**config.mk**
```make
export PLATFORM = sky130hd
export DESIGN_NAME = bp_lce_mem_arbiter_flat
export DESIGN_NICKNAME = d
export VERILOG_FILES = /design/src/rtl/bp_lce_mem_arbiter_if.sv /design/src/rtl/bp_lce_mem_arbiter.sv /design/src/flat_wrapper.sv
export SDC_FILE = /design/constraint.sdc
export NUM_CORES = 1
export LEC_CHECK = 0
export BUFFER_PORTS_ARGS = -buffer_cell sky130_fd_sc_hd__buf_2
export CORE_AREA = 2 2 80 82
export DETAILED_ROUTE_END_ITERATION = 6
export DIE_AREA = 0 0 82 84
export PLACE_DENSITY = 0.79
export SLEW_MARGIN = 20
export SYNTH_ARGS = -nofsm -noshare
export SYNTH_HDL_FRONTEND = slang
export SYNTH_SLANG_ARGS = --single-unit
```
**constraint.sdc**
```tcl
create_clock -name clk_i -period 1.8 [get_ports clk_i]
set_clock_uncertainty 0.15 [all_clocks]
set_input_delay 0.09 -clock clk_i [delete_from_list [all_inputs] [get_ports clk_i]]
set_output_delay 0.09 -clock clk_i [all_outputs]
set_load 0.005 [all_outputs]
```
**src/rtl/bp_lce_mem_arbiter_if.sv**
```systemverilog
// Request/response bundle between the two requesters, the memory port and the arbiter.
// slave is the arbiter's view and master is the environment's view.
interface bp_lce_mem_arbiter_if #(
  parameter int pkt_width_p = 64
);
  logic [pkt_width_p-1:0] cache_pkt_i;
  logic                   cache_v_i;
  logic                   cache_yumi_o;
  logic [pkt_width_p-1:0] lce_pkt_i;
  logic                   lce_v_i;
  logic                   lce_last_i;
  logic                   lce_yumi_o;
  logic [pkt_width_p-1:0] mem_pkt_o;
  logic                   mem_v_o;
  logic                   mem_ready_i;

  modport slave (
    input  cache_pkt_i, cache_v_i, lce_pkt_i, lce_v_i, lce_last_i, mem_ready_i,
    output cache_yumi_o, lce_yumi_o, mem_pkt_o, mem_v_o
  );

  modport master (
    output cache_pkt_i, cache_v_i, lce_pkt_i, lce_v_i, lce_last_i, mem_ready_i,
    input  cache_yumi_o, lce_yumi_o, mem_pkt_o, mem_v_o
  );
endinterface

```
**src/rtl/bp_lce_mem_arbiter.sv**
```systemverilog
// Two-requester arbiter for one cache memory port. The cache pipeline has default priority,
// the LCE is guaranteed progress by a starvation timer, and an LCE burst is kept atomic.
module bp_lce_mem_arbiter #(
  parameter int pkt_width_p         = 64,
  parameter int timeout_max_limit_p = 4,
  parameter int max_burst_p         = 8
) (
  input  logic                   clk_i,
  input  logic                   reset_n_i,
  bp_lce_mem_arbiter_if.slave    bus,
  output logic                   data_sel_o,
  output logic                   lock_o,
  output logic                   burst_err_o
);

  localparam int timeout_w_lp = $clog2(timeout_max_limit_p + 1);
  localparam int beat_w_lp    = $clog2(max_burst_p + 1);
  localparam logic [timeout_w_lp-1:0] timeout_max_lp = timeout_w_lp'(timeout_max_limit_p);
  localparam logic [beat_w_lp-1:0]    beat_max_lp    = beat_w_lp'(max_burst_p);

  typedef enum logic [1:0] {
    e_idle    = 2'd0,
    e_starved = 2'd1,
    e_burst   = 2'd2
  } state_e;

  state_e                  state_q, state_d;
  logic [timeout_w_lp-1:0] timeout_cnt_q, timeout_cnt_d;
  logic [beat_w_lp-1:0]    beat_cnt_q, beat_cnt_d;
  logic                    data_sel_q, data_sel_d;
  logic                    burst_err_q, burst_err_d;

  logic                    gnt_lce, gnt_cache;
  logic                    lce_yumi, cache_yumi;
  logic [pkt_width_p-1:0]  mem_pkt;

  // Outside e_idle the LCE owns priority; inside a burst the cache is locked out entirely.
  assign gnt_lce    = bus.lce_v_i & ((state_q != e_idle) | ~bus.cache_v_i);
  assign gnt_cache  = bus.cache_v_i & ~gnt_lce & (state_q != e_burst);
  assign lce_yumi   = gnt_lce & bus.mem_ready_i;
  assign cache_yumi = gnt_cache & bus.mem_ready_i;
  assign mem_pkt    = gnt_lce ? bus.lce_pkt_i : bus.cache_pkt_i;

  assign bus.mem_pkt_o    = mem_pkt;
  assign bus.mem_v_o      = gnt_lce | gnt_cache;
  assign bus.lce_yumi_o   = lce_yumi;
  assign bus.cache_yumi_o = cache_yumi;

  assign lock_o      = (state_q != e_idle) | (timeout_cnt_q == timeout_max_lp);
  assign data_sel_o  = data_sel_q;
  assign burst_err_o = burst_err_q;

  always_comb begin
    timeout_cnt_d = timeout_cnt_q;
    if (~bus.lce_v_i | lce_yumi) begin
      timeout_cnt_d = '0;
    end else if (timeout_cnt_q != timeout_max_lp) begin
      timeout_cnt_d = timeout_cnt_q + timeout_w_lp'(1);
    end
  end

  // The starve transition fires on the same edge the counter saturates, so the LCE
  // is granted in the very cycle lock_o first rises.
  always_comb begin
    state_d = state_q;
    case (state_q)
      e_idle: begin
        if (lce_yumi) begin
          state_d = bus.lce_last_i ? e_idle : e_burst;
        end else if (timeout_cnt_d == timeout_max_lp) begin
          state_d = e_starved;
        end
      end
      e_starved: begin
        if (lce_yumi) begin
          state_d = bus.lce_last_i ? e_idle : e_burst;
        end
      end
      e_burst: begin
        if (lce_yumi & bus.lce_last_i) begin
          state_d = e_idle;
        end
      end
      default: state_d = e_idle;
    endcase
  end

  // The beat that opens a burst is counted too, so the count equals non-last beats accepted.
  always_comb begin
    beat_cnt_d  = beat_cnt_q;
    burst_err_d = burst_err_q;
    data_sel_d  = data_sel_q;
    if (lce_yumi) begin
      if (bus.lce_last_i) begin
        beat_cnt_d = '0;
      end else if (beat_cnt_q != beat_max_lp) begin
        beat_cnt_d = beat_cnt_q + beat_w_lp'(1);
      end
    end
    if (beat_cnt_d == beat_max_lp) begin
      burst_err_d = 1'b1;
    end
    if (lce_yumi | cache_yumi) begin
      data_sel_d = lce_yumi;
    end
  end

  always_ff @(posedge clk_i or negedge reset_n_i) begin
    if (!reset_n_i) begin
      state_q       <= e_idle;
      timeout_cnt_q <= '0;
      beat_cnt_q    <= '0;
      data_sel_q    <= 1'b0;
      burst_err_q   <= 1'b0;
    end else begin
      state_q       <= state_d;
      timeout_cnt_q <= timeout_cnt_d;
      beat_cnt_q    <= beat_cnt_d;
      data_sel_q    <= data_sel_d;
      burst_err_q   <= burst_err_d;
    end
  end

  a_one_yumi : assert property (@(posedge clk_i) disable iff (!reset_n_i)
    !(lce_yumi && cache_yumi));
  a_beat_bound : assert property (@(posedge clk_i) disable iff (!reset_n_i)
    beat_cnt_q <= beat_max_lp);

endmodule
```
**src/flat_wrapper.sv**
```systemverilog
// flat-port wrapper written by rule: the top's interface ports become plain ports
module bp_lce_mem_arbiter_flat 
#(
  parameter int pkt_width_p         = 64,
  parameter int timeout_max_limit_p = 4,
  parameter int max_burst_p         = 8
)
  (clk_i, reset_n_i, data_sel_o, lock_o, burst_err_o, bus_cache_pkt_i, bus_cache_v_i, bus_lce_pkt_i, bus_lce_v_i, bus_lce_last_i, bus_mem_ready_i, bus_cache_yumi_o, bus_lce_yumi_o, bus_mem_pkt_o, bus_mem_v_o);
  bp_lce_mem_arbiter_if #(.pkt_width_p(pkt_width_p)) bus_i ();
  input  logic clk_i;
  input  logic reset_n_i;
  output logic data_sel_o;
  output logic lock_o;
  output logic burst_err_o;
  input wire logic [$bits(bus_i.cache_pkt_i)-1:0] bus_cache_pkt_i;
  input wire logic [$bits(bus_i.cache_v_i)-1:0] bus_cache_v_i;
  input wire logic [$bits(bus_i.lce_pkt_i)-1:0] bus_lce_pkt_i;
  input wire logic [$bits(bus_i.lce_v_i)-1:0] bus_lce_v_i;
  input wire logic [$bits(bus_i.lce_last_i)-1:0] bus_lce_last_i;
  input wire logic [$bits(bus_i.mem_ready_i)-1:0] bus_mem_ready_i;
  output wire logic [$bits(bus_i.cache_yumi_o)-1:0] bus_cache_yumi_o;
  output wire logic [$bits(bus_i.lce_yumi_o)-1:0] bus_lce_yumi_o;
  output wire logic [$bits(bus_i.mem_pkt_o)-1:0] bus_mem_pkt_o;
  output wire logic [$bits(bus_i.mem_v_o)-1:0] bus_mem_v_o;
  assign bus_i.cache_pkt_i = bus_cache_pkt_i;
  assign bus_i.cache_v_i = bus_cache_v_i;
  assign bus_i.lce_pkt_i = bus_lce_pkt_i;
  assign bus_i.lce_v_i = bus_lce_v_i;
  assign bus_i.lce_last_i = bus_lce_last_i;
  assign bus_i.mem_ready_i = bus_mem_ready_i;
  assign bus_cache_yumi_o = bus_i.cache_yumi_o;
  assign bus_lce_yumi_o = bus_i.lce_yumi_o;
  assign bus_mem_pkt_o = bus_i.mem_pkt_o;
  assign bus_mem_v_o = bus_i.mem_v_o;
  bp_lce_mem_arbiter #(.pkt_width_p(pkt_width_p), .timeout_max_limit_p(timeout_max_limit_p), .max_burst_p(max_burst_p)) u_core (.clk_i(clk_i), .reset_n_i(reset_n_i), .bus(bus_i), .data_sel_o(data_sel_o), .lock_o(lock_o), .burst_err_o(burst_err_o));
endmodule
```
### Word level (Yosys, flattened, before mapping)

Cells that the tools add are included.

* register bits after elaboration: 11
* bits of input ports: 134
* logic and storage cells: 47

* mux-type cells: 12
* eq/ne operators: 11
* reductions and logical operators: 3
* add/sub/neg operators: 2
* bitwise gates (word level): 14

Operators by type and width (number)
* $mux W64: 1
* $mux W4: 3
* $mux W2: 5
* $and A1 B1 Y1: 6
* $eq A3 B3 Y1 const B: 2
* $mux W3: 2
* $pmux W2 S3: 1
* $or A1 B1 Y1: 5
* $add A4 B1 Y4 const B: 1
* $eq A4 B4 Y1 const B: 1
* $ne A2 B1 Y1 const B: 2
* $ne A4 B4 Y1 const B: 1
* $add A3 B1 Y3 const B: 1
* $ne A3 B1 Y1 const B: 1
* $ne A3 B3 Y1 const B: 1
* $not A1 Y1: 3
* $reduce_and A3 Y1: 1
* $eq A2 B1 Y1 const B: 1
* $eq A2 B2 Y1 const B: 1
* $logic_not A2 Y1: 1
* $ne A2 B2 Y1 const B: 1
* $reduce_bool A2 Y1: 1

### Depth between registers and ports, before layout

* depth after elaboration: 10
* mapped depth: 7
* depth with buffers taken out: 6

### Least setup slack after synthesis

No wires, ideal clock.

* kind: register to output
* start point: register u_core.state_q[0]
* end point: output port bus_mem_pkt_o[0]
* buffers on the path: 3
* arrival: 1699 ps
* required time: 1560 ps
* cell stages (with the launch flop): 7
* path slack: -139 ps
* cells stage by stage: dfrtp_1 buf_6 or3b_1 buf_2 nand2_2 buf_2 mux2_1

* cells in the longest elaborated chain, start to end: 4

RTL lines
* start, declared: RTL line bp_lce_mem_arbiter.sv:27 `state_e state_q, state_d;`
* start signal, assigned: RTL line bp_lce_mem_arbiter.sv:110 `state_q <= e_idle;`
* start signal, assigned: RTL line bp_lce_mem_arbiter.sv:116 `state_q <= state_d;`
* $reduce_bool A2 Y1: RTL line bp_lce_mem_arbiter.sv:38 `assign gnt_lce = bus.lce_v_i & ((state_q != e_idle) | ~bus.cache_v_i);`
* $or A1 B1 Y1: RTL line bp_lce_mem_arbiter.sv:38
* $and A1 B1 Y1: RTL line bp_lce_mem_arbiter.sv:38
* $mux W64: RTL line bp_lce_mem_arbiter.sv:42 `assign mem_pkt = gnt_lce ? bus.lce_pkt_i : bus.cache_pkt_i;`
* end, declared: RTL line flat_wrapper.sv:23 `output wire logic [$bits(bus_i.mem_pkt_o)-1:0] bus_mem_pkt_o;`

Every way passes these cells.

### Final worst setup path

* start point: register u_core.state_q[0]
* end point: output port bus_mem_pkt_o[39]

The elaborated chain is that of the path after synthesis.

==> metrics.md <==
| Metric | Value |
|---|---|
| Status | finished with violations |
| Violated checks | negative setup slack |
| Delay-heaviest family, CP | simple AND/OR/NAND/NOR gates |
| Detail Placement HPWL | 5.93 mm |
| Final setup violation count | 66 |
| Share of cells above drive strength 1 | 77.0% |
| Final hold slack | 0.0106 ns |
| Setup CP Type | flop to output port |
| Area growth from synthesis to layout | 132% |
| Top cells by count, synth | mux2_1, dfrtp_1, inv_1, nand2_1, buf_2 |
| Pre-CTS WS | -0.114 ns |
| Critical path arrival | 1.86 ns |
| CTS Buf Count | 3 |
| FMAX | 0.476 GHz |
| CTS Buffer Depth | 2 |
| Post-route insts no fill | 445 |
| Drt total wl | 8.06 mm |
| Peak supply drop | 0.000518 V |
| Worst reg2reg path depth | 6 |
| Hold path startpoint | bus_lce_last_i |
| Number of flops mapped to enable cells by yosys | 0 |
| Max-slew violations | 0 |
| RePlAce Congestion | 0.804 |
| Routed via count | 2096 |
| Avg Cell Area, Syn | 9.84 sq um |
| Overflow after GRT | 0 |
| R2R Setup Slk | -0.06 ns |
| Clock sinks | 11 |
| DRC | 0 |
| Worst Hold Endpoint | u_core.state_q[1] |
| Number of detailed-route iterations in the first pass | 4 |
| Cell leakage power | 1.89 nW |
| PD cells | 506 nW/um^2 |
| Total Routing Usage GR | 18.0% |
| Die area | 6890 sq um |
| Mapped Cells | 147 |
| Top_reg_cell synth | dfrtp_1 |
| Fin crit share | 117% |
| Io pins | 204 |
| Seq cells post-synth | 11 |
| Vias in the first global route | 1990 |
| Die width | 82 um |
| Syn nets | 285 |
| Fillcell total | 528 |
| Cell variety after synth | 35 |
| Measured slew at the worst slew-check pin | 0.535 ns |
| Fin. Hold Viols | 0 |
| Hold Path Stages | 2 |
| CP peak stage delay | 0.46 ns |
| Setup TNS | -17.18 ns |
| Placed Instances | 428 |
| CP Launch Type | flop |
| Iteration-0 DRC Markers | 38 |
| Core Rows | 29 |
| Yosys top cell area share | 49.8% |
| RSZ-0062 raised after global routing | true |
| Most common cell in the netlist | mux2_1 |
| Slew HR | 63.9% |
| Clk_lat worst skew | 0.24 ns |
| Reg-to-reg critical path startpoint | u_core.state_q[0] |
| Crit end category | output port |
| WL/cell | 18.1 um |
| Top post-synthesis cells by area | mux2_1, dfrtp_1, ha_1 |
| Synth Warn # | 0 |
| Initial core utilization | 23.7% |
| CTS tree | done |
| Critical Path RT | 1.56 ns |
| Antenna violations before repair | 4 |
| Mapped Area | 1450 sq um |
| Core area | 6100 sq um |
| Hold WC Path Type | input port to flop |
| Minimum clock period | 2.10 ns |
| Synth area leader | mux2_1 |
| Max FO, Critical Path | 8 |
| PortBufs | 203 |
| Chip height | 84 um |
| Clk slew on worst S/H paths | 0.05 ns |
| Asr flop ratio synth | 100% |
| MaxCap Viol Count | 0 |
| Final worst slack | -0.301 ns |
| Largest net degree at the start of global routing | 23 |
| Register area share after synthesis | 19.0% |
| # nets final | 505 |
| WP buf/inv | 2 |
| First-pass GRT wire length | 9.60 mm |
| Via density | 4.71 |
| Antenna Nets Post-Route | 0 |
| Worst-path cell chain | or3b_4 -> nand2_8 -> clkbuf_16 -> mux2_4 -> buf_6 |
| Root Driver | clkbuf_8 |
| Slowest cell on the critical path | or3b_4 |
| H-tree depth | 1 |
| R2r endpoint | u_core.burst_err_o |
[per-stage QoR]
stage	cell area, sq um	total power [W]	util [%]
final	3350	0.00170	55.0
after CTS	2740	0.00135	45.0
after global routing	3350	0.00178	54.9
after floorplan	1490	0.000665	-
after detailed placement	2630	0.00107	43.2
after global placement	2630	0.00105	43.2
[registers in the layout, summed over array words and instances, names as in the netlist]
| signal | cells |
|---|---|
| u_core.state_q | 2 |
| u_core.data_sel_o | 1 |
| u_core.timeout_cnt_q | 3 |
| u_core.burst_err_o | 1 |
| u_core.beat_cnt_q | 4 |
[power breakdown]
part / leakage [nW] / total, W / switching [W] / internal [W]
logic: 1.73 / 0.00114 / 0.000434 / 0.000710
registers: 0.139 / 0.000307 / 0.0000297 / 0.000277
clock network: 0.0228 / 0.000245 / 0.0000894 / 0.000155
total: 1.89 / 0.00170 / 0.000553 / 0.00114
[worst max-delay path by stage]
stage,cells past startpoint,end,from,slack (ns)
floorplan,6,bus_mem_pkt_o[0],u_core.state_q[0],-0.02
global placement,5,bus_mem_pkt_o[29],u_core.state_q[1],-0.08
detailed placement,5,bus_mem_pkt_o[29],u_core.state_q[1],-0.11
CTS,5,bus_mem_pkt_o[10],u_core.state_q[1],-0.30
global route,5,bus_mem_pkt_o[36],u_core.state_q[0],-0.33
finish,5,bus_mem_pkt_o[39],u_core.state_q[0],-0.30
[cell usage in the layout (no fill, tap or decap), types with 2 or more instances in the layout]
master,synthesis,routed
o31ai_1,2,2
buf_4,0,7
ha_1,4,4
mux2_1,64,14
nand2_1,8,8
nor2_1,5,5
o21ai_0,2,2
a21oi_1,3,3
clkbuf_8,0,3
buf_2,7,158
nand3_1,2,2
dlygate4sd3_1,0,2
buf_6,1,48
o21ai_1,2,2
nand2b_1,4,4
mux2_4,0,50
nor3b_1,3,3
dfrtp_1,11,11
clkbuf_16,0,4
diode_2,0,2
inv_1,8,8
buf_12,0,3
[area by class of cell]
class / count / area (sq um) / area share (%)
Sequential cell: 11 / 275 / 8.21
Inverter: 9 / 33.8 / 1.01
Tap cell: 77 / 96.3 / 2.87
Clock buffer: 4 / 45.0 / 1.34
Multi-Input combinational cell: 119 / 1320 / 39.3
Antenna cell: 2 / 5.00 / 0.149
Timing Repair Buffer: 223 / 1580 / 47.1
[cells by family (layout without fill, tap and decap cells)]
group / after synthesis / count (layout) / share of synthesized area [%]
AOI/OAI and AO/OA: 19 / 19 / 9.78
xor gates and xnor gates: 1 / 1 / 0.606
adders and majority gates: 4 / 4 / 3.46
buffers and inverters: 18 / 236 / 5.80
DFF: 11 / 11 / 19.0
muxes: 64 / 64 / 49.8
other: 0 / 2 / 0
and+or+nand+nor: 30 / 31 / 11.5
[timing repair]
| item | CTS | global route |
|---|---|---|
| hold buffers | 2 | 0 |
| setup buffers | 1 | 1 |
| endpoints found under the setup margin | 67 | 67 |
| hold endpoints to repair | 12 | 0 |
| pin swaps | 0 | 1 |
| gates cloned | 0 | 7 |
| resized for setup | 14 | 97 |
[metal layers]
| layer | vias up | track usage (%) | routed length (um) |
|---|---|---|---|
| li1 | 983 | - | - |
| met1 | 999 | 21.6 | 3150 |
| met2 | 100 | 30.0 | 3910 |
| met3 | 10 | 6.82 | 924 |
| met4 | 4 | 3.79 | 47 |
| met5 | - | 0 | 23 |
No activity file was read; power rests on OpenSTA's default activity.
